File: config.mk
export PLATFORM = sky130hd
export DESIGN_NAME = uart_rx_port_flat
export DESIGN_NICKNAME = d
export VERILOG_FILES = /design/src/rtl/uart_rx_port_if.sv /design/src/rtl/uart_rx_port.sv /design/src/flat_wrapper.sv
export SDC_FILE = /design/constraint.sdc
export NUM_CORES = 1
export LEC_CHECK = 0
export ABC_AREA = 1
export CAP_MARGIN = 10
export CORE_ASPECT_RATIO = 1.1
export CORE_UTILIZATION = 50
export DETAILED_ROUTE_END_ITERATION = 6
export PLACE_DENSITY = 0.8
export SKIP_CTS_REPAIR_TIMING = 1
export SYNTH_ARGS = -nofsm -noshare
export SYNTH_HDL_FRONTEND = slang
export SYNTH_SLANG_ARGS = --single-unit
File: constraint.sdc
create_clock -name clk -period 1.65 [get_ports clk]
set_input_delay 0.165 -clock clk [delete_from_list [all_inputs] [get_ports clk]]
set_output_delay 0.165 -clock clk [all_outputs]
set_load 0.02 [all_outputs]
File: src/rtl/uart_rx_port_if.sv
// -----------------------------------------------------------------------------
// uart_rx_port_if
//   CPU-side byte interface of the UART receiver.
//   Signals:
//     uart_read_end   CPU -> port  one-cycle acknowledge: byte consumed
//     uart_read_byte  port -> CPU  last correctly framed byte
//     int0            port -> CPU  byte valid / interrupt request (level)
//     frame_err       port -> CPU  sticky: stop bit sampled low
//     overrun         port -> CPU  sticky: byte arrived while previous unread
//   Modports:
//     master  CPU side (drives the acknowledge)
//     slave   receiver side (drives byte and status)
// -----------------------------------------------------------------------------
interface uart_rx_port_if;
  logic       uart_read_end;
  logic [7:0] uart_read_byte;
  logic       int0;
  logic       frame_err;
  logic       overrun;

  modport master (
    output uart_read_end,
    input  uart_read_byte,
    input  int0,
    input  frame_err,
    input  overrun
  );

  modport slave (
    input  uart_read_end,
    output uart_read_byte,
    output int0,
    output frame_err,
    output overrun
  );
endinterface

File: src/rtl/uart_rx_port.sv
// -----------------------------------------------------------------------------
// uart_rx_port
//   8N1 UART receiver (LSB first) with a one-byte holding register for the CPU.
//   A received byte is presented on uart_read_byte with int0 high until the CPU
//   acknowledges it with a one-cycle uart_read_end pulse.
//   Ports:
//     clk   in   system clock, rising edge
//     rst   in   synchronous reset, active low
//     rx    in   asynchronous serial line, idle high
//     cpu   slave modport of uart_rx_port_if (byte, int0, frame_err,
//           overrun out; uart_read_end in)
//   Parameters:
//     CLKS_PER_BIT  clk cycles per serial bit (>= 4)
//     SYNC_STAGES   flops in the rx synchroniser (>= 2)
// -----------------------------------------------------------------------------
module uart_rx_port #(
  parameter int CLKS_PER_BIT = 434,
  parameter int SYNC_STAGES  = 2
) (
  input  logic           clk,
  input  logic           rst,
  input  logic           rx,
  uart_rx_port_if.slave  cpu
);

  localparam int TW = $clog2(CLKS_PER_BIT);
  localparam logic [TW-1:0] TICK_HALF = TW'(CLKS_PER_BIT / 2 - 1);
  localparam logic [TW-1:0] TICK_LAST = TW'(CLKS_PER_BIT - 1);

  typedef enum logic [2:0] {
    ST_IDLE  = 3'd0,
    ST_START = 3'd1,
    ST_DATA  = 3'd2,
    ST_STOP  = 3'd3,
    ST_BREAK = 3'd4
  } state_t;

  logic [SYNC_STAGES-1:0] sync_q;
  logic                   rx_s;

  state_t        state_q,   state_d;
  logic [TW-1:0] tick_q,    tick_d;
  logic [2:0]    bit_cnt_q, bit_cnt_d;
  logic [7:0]    shift_q,   shift_d;
  logic          commit_s;
  logic          stop_bad_s;

  logic [7:0]    byte_q, byte_d;
  logic          int0_q, int0_d;
  logic          ferr_q, ferr_d;
  logic          ovr_q,  ovr_d;

  // rx input synchroniser; flops preset to the idle level so reset looks idle
  always_ff @(posedge clk) begin
    if (!rst) begin
      sync_q <= {SYNC_STAGES{1'b1}};
    end else begin
      sync_q <= {sync_q[SYNC_STAGES-2:0], rx};
    end
  end

  assign rx_s = sync_q[SYNC_STAGES-1];

  // receive state machine registers
  always_ff @(posedge clk) begin
    if (!rst) begin
      state_q   <= ST_IDLE;
      tick_q    <= '0;
      bit_cnt_q <= 3'd0;
      shift_q   <= 8'h00;
    end else begin
      state_q   <= state_d;
      tick_q    <= tick_d;
      bit_cnt_q <= bit_cnt_d;
      shift_q   <= shift_d;
    end
  end

  // next-state logic; the tick counter restarts at zero on every state entry
  always_comb begin
    state_d    = state_q;
    tick_d     = tick_q + TW'(1'b1);
    bit_cnt_d  = bit_cnt_q;
    shift_d    = shift_q;
    commit_s   = 1'b0;
    stop_bad_s = 1'b0;
    case (state_q)
      ST_IDLE: begin
        tick_d = '0;
        if (!rx_s) begin
          state_d = ST_START;
        end else begin
          state_d = ST_IDLE;
        end
      end
      ST_START: begin
        // re-check the line at mid start bit to reject short glitches
        if (tick_q == TICK_HALF) begin
          tick_d    = '0;
          bit_cnt_d = 3'd0;
          if (!rx_s) begin
            state_d = ST_DATA;
          end else begin
            state_d = ST_IDLE;
          end
        end else begin
          state_d = ST_START;
        end
      end
      ST_DATA: begin
        // sampling points are now mid-bit, a full bit period apart
        if (tick_q == TICK_LAST) begin
          tick_d    = '0;
          shift_d   = {rx_s, shift_q[7:1]};
          bit_cnt_d = bit_cnt_q + 3'd1;
          if (bit_cnt_q == 3'd7) begin
            state_d = ST_STOP;
          end else begin
            state_d = ST_DATA;
          end
        end else begin
          state_d = ST_DATA;
        end
      end
      ST_STOP: begin
        if (tick_q == TICK_LAST) begin
          tick_d = '0;
          if (rx_s) begin
            commit_s = 1'b1;
            state_d  = ST_IDLE;
          end else begin
            stop_bad_s = 1'b1;
            state_d    = ST_BREAK;
          end
        end else begin
          state_d = ST_STOP;
        end
      end
      ST_BREAK: begin
        // a line held low must return high before a new start bit counts
        tick_d = '0;
        if (rx_s) begin
          state_d = ST_IDLE;
        end else begin
          state_d = ST_BREAK;
        end
      end
      default: begin
        state_d   = ST_IDLE;
        tick_d    = '0;
        bit_cnt_d = 3'd0;
      end
    endcase
  end

  // holding register and status update; a set condition wins over the ack
  always_comb begin
    byte_d = byte_q;
    int0_d = int0_q;
    ferr_d = ferr_q;
    ovr_d  = ovr_q;
    if (cpu.uart_read_end) begin
      int0_d = 1'b0;
      ferr_d = 1'b0;
      ovr_d  = 1'b0;
    end else begin
      int0_d = int0_q;
    end
    if (commit_s) begin
      // an unread byte is kept; the newcomer is dropped and flagged
      if (int0_q && !cpu.uart_read_end) begin
        ovr_d = 1'b1;
      end else begin
        byte_d = shift_q;
        int0_d = 1'b1;
      end
    end else begin
      byte_d = byte_d;
    end
    if (stop_bad_s) begin
      ferr_d = 1'b1;
    end else begin
      ferr_d = ferr_d;
    end
  end

  // CPU-visible output registers
  always_ff @(posedge clk) begin
    if (!rst) begin
      byte_q <= 8'h00;
      int0_q <= 1'b0;
      ferr_q <= 1'b0;
      ovr_q  <= 1'b0;
    end else begin
      byte_q <= byte_d;
      int0_q <= int0_d;
      ferr_q <= ferr_d;
      ovr_q  <= ovr_d;
    end
  end

  assign cpu.uart_read_byte = byte_q;
  assign cpu.int0           = int0_q;
  assign cpu.frame_err      = ferr_q;
  assign cpu.overrun        = ovr_q;

endmodule

File: src/flat_wrapper.sv
// flat-port wrapper written by rule: the top's interface ports become plain ports
module uart_rx_port_flat 
#(
  parameter int CLKS_PER_BIT = 434,
  parameter int SYNC_STAGES  = 2
)
  (clk, rst, rx, cpu_uart_read_end, cpu_uart_read_byte, cpu_int0, cpu_frame_err, cpu_overrun);
  uart_rx_port_if cpu_i ();
  input  logic clk;
  input  logic rst;
  input  logic rx;
  input wire logic [$bits(cpu_i.uart_read_end)-1:0] cpu_uart_read_end;
  output wire logic [$bits(cpu_i.uart_read_byte)-1:0] cpu_uart_read_byte;
  output wire logic [$bits(cpu_i.int0)-1:0] cpu_int0;
  output wire logic [$bits(cpu_i.frame_err)-1:0] cpu_frame_err;
  output wire logic [$bits(cpu_i.overrun)-1:0] cpu_overrun;
  assign cpu_i.uart_read_end = cpu_uart_read_end;
  assign cpu_uart_read_byte = cpu_i.uart_read_byte;
  assign cpu_int0 = cpu_i.int0;
  assign cpu_frame_err = cpu_i.frame_err;
  assign cpu_overrun = cpu_i.overrun;
  uart_rx_port #(.CLKS_PER_BIT(CLKS_PER_BIT), .SYNC_STAGES(SYNC_STAGES)) u_core (.clk(clk), .rst(rst), .rx(rx), .cpu(cpu_i));
endmodule
* Word-level counts from Yosys, hierarchy flattened *
Index checks and enable logic that the tools add are counted.

cells by class
  add/subtract/negate cells = 2
  equality and inequality tests = 9
  muxes and demuxes = 28
  bitwise gates (word level) = 2
  reductions and logical operators = 9

operator list
  cell                 number
  $mux 9               2
  $pmux 9 s2           1
  $mux 1               17
  $pmux 3 s5           1
  $mux 3               4
  $add 9x1->9 const B  1
  $eq 9x8->1 const B   1
  $eq 9x9->1 const B   1
  $pmux 3 s3           1
  $eq 3x2->1 const B   2
  $eq 3x3->1 const B   2
  $mux 2               2
  $ne 2x1->1 const B   2
  $reduce_and 2->1     2
  $add 3x1->3 const B  1
  $eq 3x1->1 const B   1
  $logic_not 3->1      1
  $reduce_and 3->1     1
  $reduce_or 3->1      1
  $not 1->1            2
  $reduce_bool 2->1    1
  $reduce_or 2->1      1
  $logic_and 1x1->1    1
  $logic_not 1->1      1

word-level totals
  register bits = 36
  input bits = 4
  output and inout port bits = 11
  word-level logic and storage cells = 59

* Depth between registers and ports, before layout *
  depth after elaboration = 4
  mapped depth = 10
  mapped depth without buffers = 10

* Worst setup path after synthesis *
OpenSTA, ideal clock, no wires.

  path type = reg2reg
  from = register u_core.tick_q[1]
  to = register u_core.ferr_q, in the netlist u_core.cpu.frame_err
  library setup time = 0.132 ns
  data arrival time = 1.207 ns
  required time = 1.518 ns
  setup slack = 0.311 ns
  stages on the path, launching flop included = 9
  path buffers = 1
  path through = dfxtp_1 inv_1 ha_1 nand4_1 nor2_4 buf_4 nand3_1 nand3_1 a21oi_1

between the ends
  word-level cells in the longest chain between the ends = 4

RTL lines
  what                                                RTL line             source
  from (decl)                                         uart_rx_port.sv:42   logic [TW-1:0] tick_q, tick_d;
  from (signal assigned)                              uart_rx_port.sv:73   tick_q <= tick_d;
  $eq 9x9->1 (*)                                      uart_rx_port.sv:126  if (tick_q == TICK_LAST) begin
  $mux 1 (*)                                          uart_rx_port.sv:126
  $mux 1 (*)                                          uart_rx_port.sv:87   case (state_q)
  $mux 1 / $reduce_bool 2->1 (equally long branches)  --
  to (signal assigned)                                uart_rx_port.sv:197  ferr_q <= ferr_d;
  to (decl)                                           uart_rx_port.sv:50   logic ferr_q, ferr_d;

Mark *: on every way between the ends. The rest lies on a longest branch, timed or not.
A chain may end at the register's enable or synchronous reset.

* Worst setup path in the final report *
  from = register u_core.tick_q[1]
  to = register u_core.state_q[0]

between the ends
  word-level cells in the longest chain between the ends = 3

RTL lines
  what                                             RTL line                                                      source
  $eq 9x9->1 / $eq 9x8->1 (equally long branches)  uart_rx_port.sv:112, uart_rx_port.sv:126, uart_rx_port.sv:98
  $mux 3, or another cell as far along             uart_rx_port.sv:126
  $pmux 3 s5 (*)                                   uart_rx_port.sv:87
  to (signal assigned)                             uart_rx_port.sv:72                                            state_q <= state_d;
  to (decl)                                        uart_rx_port.sv:41                                            state_t state_q, state_d;

Marked as above.

==> results.yml <==
run_status:
  status: "finished, final reports clean"
clocking:
  cts_root_buf: "clkbuf_4"
  clkSinkCount: 36
  cts_buffer_depth: 2
  clk_pin_slew_ps: 110
  worst_skew_pair.late_latency_ps: 330
  cts_tree: "built"
  cts_made_buffers: 5
  cts_max_level: 2
floorplan:
  fp-row-count: 21
  core_area_sq_um: 3070
  io_pins: 15
  dieArea_sq_um: 3500
  fp.dieW_um: 56.5
  initial_core_util_pct: 53.1
  die_h_um: 61.9
critical_path:
  critPathKind: "reg2reg"
  start_kind: "register"
  critPathArrivalTime_ps: 1780
  cp-end-kind: "register"
  crit_fanout: 9
  crit_required_ps: 1930
layout:
  insertedDiodeCount: 0
  fin_nets: 258
  layout-drive-gt1-share_pct: 10.4
  layout_commonest_cell: "nand2_1"
  postLayoutCoreUtil_pct: 62.6
  fillers: 265
  final_cell_mix: "nand2_1 (53), nor2_1 (39), dfxtp_1 (36), inv_1 (28), nand3_1 (16)"
  area_growth_pct: 17.9
logic_synthesis:
  synthFlopType: "dfxtp_1"
  synth_area_sq_um: 1630
  ys_warn_count: 0
  ys_async_sr_fraction_pct: 0
  synth_cell_types: 24
  syn_avg_cell_area_sq_um: 7.19
  syn_nets: 236
  synth.area.top_cells: "dfxtp_1 (44%), nand2_1 (12%), nor2_1 (9.0%)"
  synth.ff_latch_count: 36
  synth_cells: 227
  synth_seq_area_share_pct: 44.1
  synth_top_area_share_pct: 44.1
  synth-edff-count: 0
  yosysTopAreaCell: "dfxtp_1"
timing:
  skew_ps: 5.08
  period_minus_slack_ps: 1510
  tightest_slew_ps: 289
  setup_slack_ps: 144
  slew_violations: 0
  tns_ps: 0
  hold_violations: 0
  fmax_mhz: 664
  setup-violations-final: 0
  rsz0062_at_grt: "false"
  relSlewSlack_pct: 80.7
  fin_crit_sh_pct: 91.3
power_and_ir_drop:
  vdd_drop_max_uv: 650
  powerDensity_nw_per_um2: 848
  p_leak_nw: 0.798
detailed_routing:
  drt-initial-drc-count: 31
  antenna_left: 0
  dr_wl_met2_um: 1370
  drcViolationCount: 0
  dr.pass1.iters: 4
  wl_met3_um: 107
  num_vias: 1414
  top_layer: "met4"
  drt-total-wl_um: 3020
  via_per_inst: 4.98
  wire_per_inst_um: 10.6
  wl_met1_um: 1510
run:
  cap_violations: 0
global_route:
  gr-total-overflow: 0
  track_usage_pct: 18.3
  grt_pass1_vias: 1239
  antenna_found_initial: 0
  grt_max_degree: 17
  grt_pass1_wl_um: 5070
placement:
  dpl.hpwl_um: 2160
  dp_slack_ps: 156
  numPortBuffers: 14
  place_congestion: 0.805
worst_hold_path:
  hp-class: "in2reg"
-- Yosys cell counts (2+ instances only) --
| library cell | count |
|---|---|
| nor2_1 | 39 |
| nand3_1 | 16 |
| nand2_1 | 53 |
| a21oi_1 | 15 |
| nor3_1 | 4 |
| xor2_1 | 3 |
| or2_2 | 3 |
| inv_1 | 28 |
| clkbuf_1 | 2 |
| nand2_2 | 3 |
| ha_1 | 5 |
| o21ai_0 | 2 |
| nand4_1 | 7 |
| dfxtp_1 | 36 |
| inv_2 | 2 |
-- cells by family (layout without fill, tap and decap cells) --
group	after synthesis	after routing	synth area share (%)
buf+inv	35	58	8.81
simple gates	129	129	35.4
xor+xnor	4	4	2.15
compound gates	18	18	5.67
flops	36	36	44.1
fa+ha+maj	5	5	3.83
-- routing by layer --
metal,up-vias,GRT usage (%)
met5,-,0
met4,0,6.62
met3,4,3.73
met2,22,31.3
met1,636,23.4
li1,752,-
-- sequential cells by signal (all words and copies together) (netlist names) --
signal	count
u_core.cpu.frame_err	1
u_core.state_q	3
u_core.tick_q	9
u_core.sync_q	2
u_core.cpu.uart_read_byte	8
u_core.bit_cnt_q	3
u_core.cpu.int0	1
u_core.cpu.overrun	1
u_core.shift_q	8
-- through the flow --
stage                     cell area, sq um  hold WS (ps)  std cells  power [mW]
after floorplan                       1630           272        227       0.940
after global placement                1830           403        276       0.962
after detailed placement              1830           407        276       0.964
after CTS                             1920           400        284        1.64
after global routing                  1920           395        284        1.69
final                                 1920           399        284        1.63
-- report_power, final --
part	total, mW	leakage [nW]	switching, mW	internal (mW)
Combinational	0.0603	0.456	0.0348	0.0254
Clock	0.688	0.0515	0.285	0.402
Sequential	0.884	0.291	0.00676	0.877
Total	1.63	0.798	0.327	1.30
-- layout make-up --
type	count	area, sq um	area share [%]
Clock inverter	1	30.0	1.56
Tap cell	34	42.5	2.21
Multi-Input combinational cell	156	768	39.9
Clock buffer	7	65.1	3.38
Inverter	30	113	5.85
Timing Repair Buffer	20	185	9.62
Sequential cell	36	721	37.5
-- path summary, 6_finish.rpt --
kind	from	endpoint	slack (ps)	cells after the start
worst max register to register	u_core.tick_q[1]	u_core.state_q[0]	140	8
worst min-delay path	rx	u_core.sync_q[0]	400	2
worst min register to register	u_core.sync_q[0]	u_core.sync_q[1]	430	1
worst max-delay path	u_core.tick_q[1]	u_core.state_q[0]	140	8
-- worst max-delay path, cell delays in order, from the launching register on --
cell	delay (ps)
dfxtp_1	340
inv_1	90
ha_1	170
nand4_1	150
nor2_4	180
nand2_1	220
nor2_1	140
nor2_1	60
nor2_1	90
Power figures use the tool's default switching activity.
==> edit 1, RTL diff (config.mk and constraints unchanged) <==
`CLKS_PER_BIT` is set to 434 in 2 places; all go to 217.
--- a/src/rtl/uart_rx_port.sv
+++ b/src/rtl/uart_rx_port.sv
@@ -14,7 +14,7 @@
 //     SYNC_STAGES   flops in the rx synchroniser (>= 2)
 // -----------------------------------------------------------------------------
 module uart_rx_port #(
-  parameter int CLKS_PER_BIT = 434,
+  parameter int CLKS_PER_BIT = 217,
   parameter int SYNC_STAGES  = 2
 ) (
   input  logic           clk,
--- a/src/flat_wrapper.sv
+++ b/src/flat_wrapper.sv
@@ -1,7 +1,7 @@
 // flat-port wrapper written by rule: the top's interface ports become plain ports
 module uart_rx_port_flat 
 #(
-  parameter int CLKS_PER_BIT = 434,
+  parameter int CLKS_PER_BIT = 217,
   parameter int SYNC_STAGES  = 2
 )
   (clk, rst, rx, cpu_uart_read_end, cpu_uart_read_byte, cpu_int0, cpu_frame_err, cpu_overrun);
Function: no difference found for any inputs over 10 cycles, from zero or initial values and one cycle with rst low; that may be too few to reach the edited logic, so the function may still have changed.
==> edit 1 against the original RTL <==
Synthesized cell count decreased by 4.0%; synthesized area decreased by 3.4%; critical path depth decreased by 7; cell area decreased by 4.6%; routed wire length decreased by 7.9%; combinational power decreased by 3.5%; clock power decreased by 16%; sequential cell count decreased by 1; worst setup slack improved by 16 ps; sequential power decreased by 2.9%; total power decreased by 8.6%; global-route usage decreased by 0.37 points; clock skew increased by 5.6 ps; die area decreased by 3.3%; largest power group unchanged; highest routed layer unchanged.
==> edit 1: results <==
placed_design:
  placed_cell_area_um2: 1764
  dp_slack_ps: 229.0
  io_buffer_count: 14
  gp_congestion: 0.8437
  hpwlAfterDp_um: 2021
clocking:
  clkTransAtPathRegs_ps: 100
  clockBufferDepth: 2
  worstSkewPairLatency_ps: 330
  cts_buffers: 5
  h-tree-depth: 2
worst_setup_path:
  slowest_delay_ps: 620
  path_delay_family: "buffers and inverters"
  slowest_stage: "clkdlybuf4s50_1"
  cp.arrival_ps: 1330
  cp_max_fo: 2
routing:
  dr_wl_met2_um: 1222
  dr.first_iter.drc_count: 61
  highest_layer: "met4"
  met1_length_um: 1410
  wl_per_cell_um: 10.19
  routed_via_density: 4.817
  drtPass1Iterations: 4
  dr_wl_met3_um: 113
logic_synthesis:
  synth_top_cells_by_count: "nand2_1 (49), dfxtp_1 (35), nor2_1 (35)"
  seq_area_frac_synth_pct: 44.41
  netlist_instances: 218
  synth_area_leaders: "dfxtp_1 (44%), nand2_1 (12%), nor2_1 (8.3%)"
  synth_cell_type_count: 24
  async_flop_share_pct: 0
  synth_nets: 226
cells_and_area:
  layout-drive-gt1-share_pct: 10.88
  num_antenna_cells: 0
  stdcell_count: 273
  final_nets: 247
global_routing:
  grt_pass1_wl_um: 4726
  grt_pass1_vias: 1120
  grt_max_degree: 14
  use_met2_pct: 27.37
  grtUsageTotal_pct: 17.95
  met3_usage_pct: 6.397
  met1_usage_pct: 23.81
pwr:
  p_leak_uw: 0.0007738
  p_sw_share_pct: 20.34
  ir_worst_vdd_v: 0.0006533
outcome:
  outcome: "complete, no violations"
sta:
  fin_worst_skew_ps: 10.70
  worstMarginPinSlew_ps: 270.8
[edit 1: cell count changes after synthesis, moves of 3 or more]
cell and change:
a21oi_1 -3, nand2_1 -4, nand3_2 +3, nand4_1 -3, nor2_1 -4, nor2_2 +3
[edit 1: logic make-up (layout without fill, tap and decap cells)]
logic type	after synthesis	in the layout	synth area share [%]
and+or+nand+nor	122	122	35.13
buffers and inverters	37	58	9.517
DFF	35	35	44.41
AOI/OAI and AO/OA	14	14	4.440
xor gates and xnor gates	6	6	3.331
adders and majority gates	4	4	3.172
[edit 1: path summary, 6_finish.rpt]
kind                                startpoint                          end  slack [ps]  cells after the start
max          u_core.cpu.frame_err$_SDFFE_PN0P_                cpu_frame_err         160                      1
min                                         rx  u_core.sync_q[0]$_SDFF_PN1_         400                      2
max reg2reg        u_core.tick_q[0]$_SDFF_PN0_  u_core.tick_q[5]$_SDFF_PN0_         220                      9
min reg2reg        u_core.sync_q[0]$_SDFF_PN1_  u_core.sync_q[1]$_SDFF_PN1_         430                      1
[edit 1: cell type report]
cell class	instances	area [um^2]
sequential	35	700.7
inverter	33	123.9
fill	262	1186
multi-input combinational	146	726.9
tap	34	42.54
clock buffer	6	41.29
clock inverter	1	30.03
timing repair buffer	18	170.2
[edit 1: power by group through the flow]
stage,logic [uW],registers (uW),clock network [uW]
floorplan,38.2,876,0
global placement,57.0,878,0
detailed placement,57.8,878,0
CTS,58.1,858,594
global route,66.1,859,629
finish,58.2,858,576
[edit 1: worst register-to-register path, cell delays in order (launching register included)]
cell     delay, ps
dfxtp_1        380
inv_1           60
ha_1           200
nand3_2         90
inv_2           30
nand2_1        100
nand2_1        130
nand3_1        140
nand2_2        120
nor2_1         120
==> edit 2, RTL diff (same flow settings) <==
Without the edit above. The 5 states of `state_t` get a one-hot encoding in 5 bits.
--- a/src/rtl/uart_rx_port.sv
+++ b/src/rtl/uart_rx_port.sv
@@ -27,12 +27,12 @@
   localparam logic [TW-1:0] TICK_HALF = TW'(CLKS_PER_BIT / 2 - 1);
   localparam logic [TW-1:0] TICK_LAST = TW'(CLKS_PER_BIT - 1);
 
-  typedef enum logic [2:0] {
-    ST_IDLE  = 3'd0,
-    ST_START = 3'd1,
-    ST_DATA  = 3'd2,
-    ST_STOP  = 3'd3,
-    ST_BREAK = 3'd4
+  typedef enum logic [4:0] {
+    ST_IDLE  = 5'b00001,
+    ST_START = 5'b00010,
+    ST_DATA  = 5'b00100,
+    ST_STOP  = 5'b01000,
+    ST_BREAK = 5'b10000
   } state_t;
 
   logic [SYNC_STAGES-1:0] sync_q;
Behaviour: same outputs for any inputs over 10 cycles, from zero or initial values and one cycle with rst low; not proved beyond that.
==> edit 2 against the original RTL <==
Critical path depth is the same; die area is 7.7% higher; cell area increased by 6.2%; routed wire length increased by 5.3%; synthesized area up 8.0%; sequential share of layout area shrank 0.18 points; total power down 7.0%; worst setup slack worse by 4.8 ps; sequential cell count increased by 2; critical endpoint is now u_core.shift_q[1]$_SDFFE_PN0P_; highest routed layer unchanged.
==> edit 2: results <==
outcome:
  outcome: "complete, no violations"
placed_design:
  dp_slack_ps: 162.3
  placed_cell_area_um2: 1971
  placed_cells: 301
  hpwlAfterDp_um: 2269
routing:
  dr_wl_met2_um: 1538
  dr_wl_met3_um: 94
  vias: 1466
  met1_length_um: 1477
  routed_via_density: 4.729
logic_synthesis:
  synthXorXnorAreaFrac_pct: 3.478
  seq_area_frac_synth_pct: 43.15
  synth_nets: 247
  synth_compound_area_share_pct: 4.826
worst_setup_path:
  cp_max_fo: 10
  slowest_delay_ps: 360
  cp.arrival_ps: 1750
  timing.rr.start: "u_core.state_q[1]$_SDFF_PN0_"
pwr:
  p_leak_uw: 0.0009179
  ir_worst_vdd_v: 0.0005198
global_routing:
  grt_pass1_vias: 1329
  met1_usage_pct: 22.78
sta:
  fmax_mhz: 661.9
  worstMarginPinSlew_ps: 315.3
  fin_worst_skew_ps: 11.79
edit 2: area by class of cell:
| cell class | count | area, um^2 | area share [%] |
|---|---|---|---|
| Sequential cell | 38 | 762.0 | 37.27 |
| Clock inverter | 1 | 5.005 | 0.2448 |
| Inverter | 28 | 105.1 | 5.141 |
| Multi-Input combinational cell | 169 | 879.6 | 43.02 |
| Timing Repair Buffer | 19 | 177.7 | 8.690 |
| Tap cell | 48 | 60.06 | 2.938 |
| Clock buffer | 7 | 55.05 | 2.693 |
edit 2: power groups by stage:
| stage | sequential, uW | clock [uW] | combinational [uW] |
|---|---|---|---|
| after global placement | 958 | 0 | 75.6 |
| after detailed placement | 959 | 0 | 78.2 |
| after global routing | 940 | 569 | 89.8 |
| after floorplan | 957 | 0 | 51.3 |
| final | 938 | 502 | 78.1 |
| after CTS | 938 | 520 | 78.7 |
edit 2: worst reg2reg max path: cells and delay by family (launching register included):
family        cells  cell delay (ps)
buf+inv           2              240
simple gates      6              810
flops             1              360
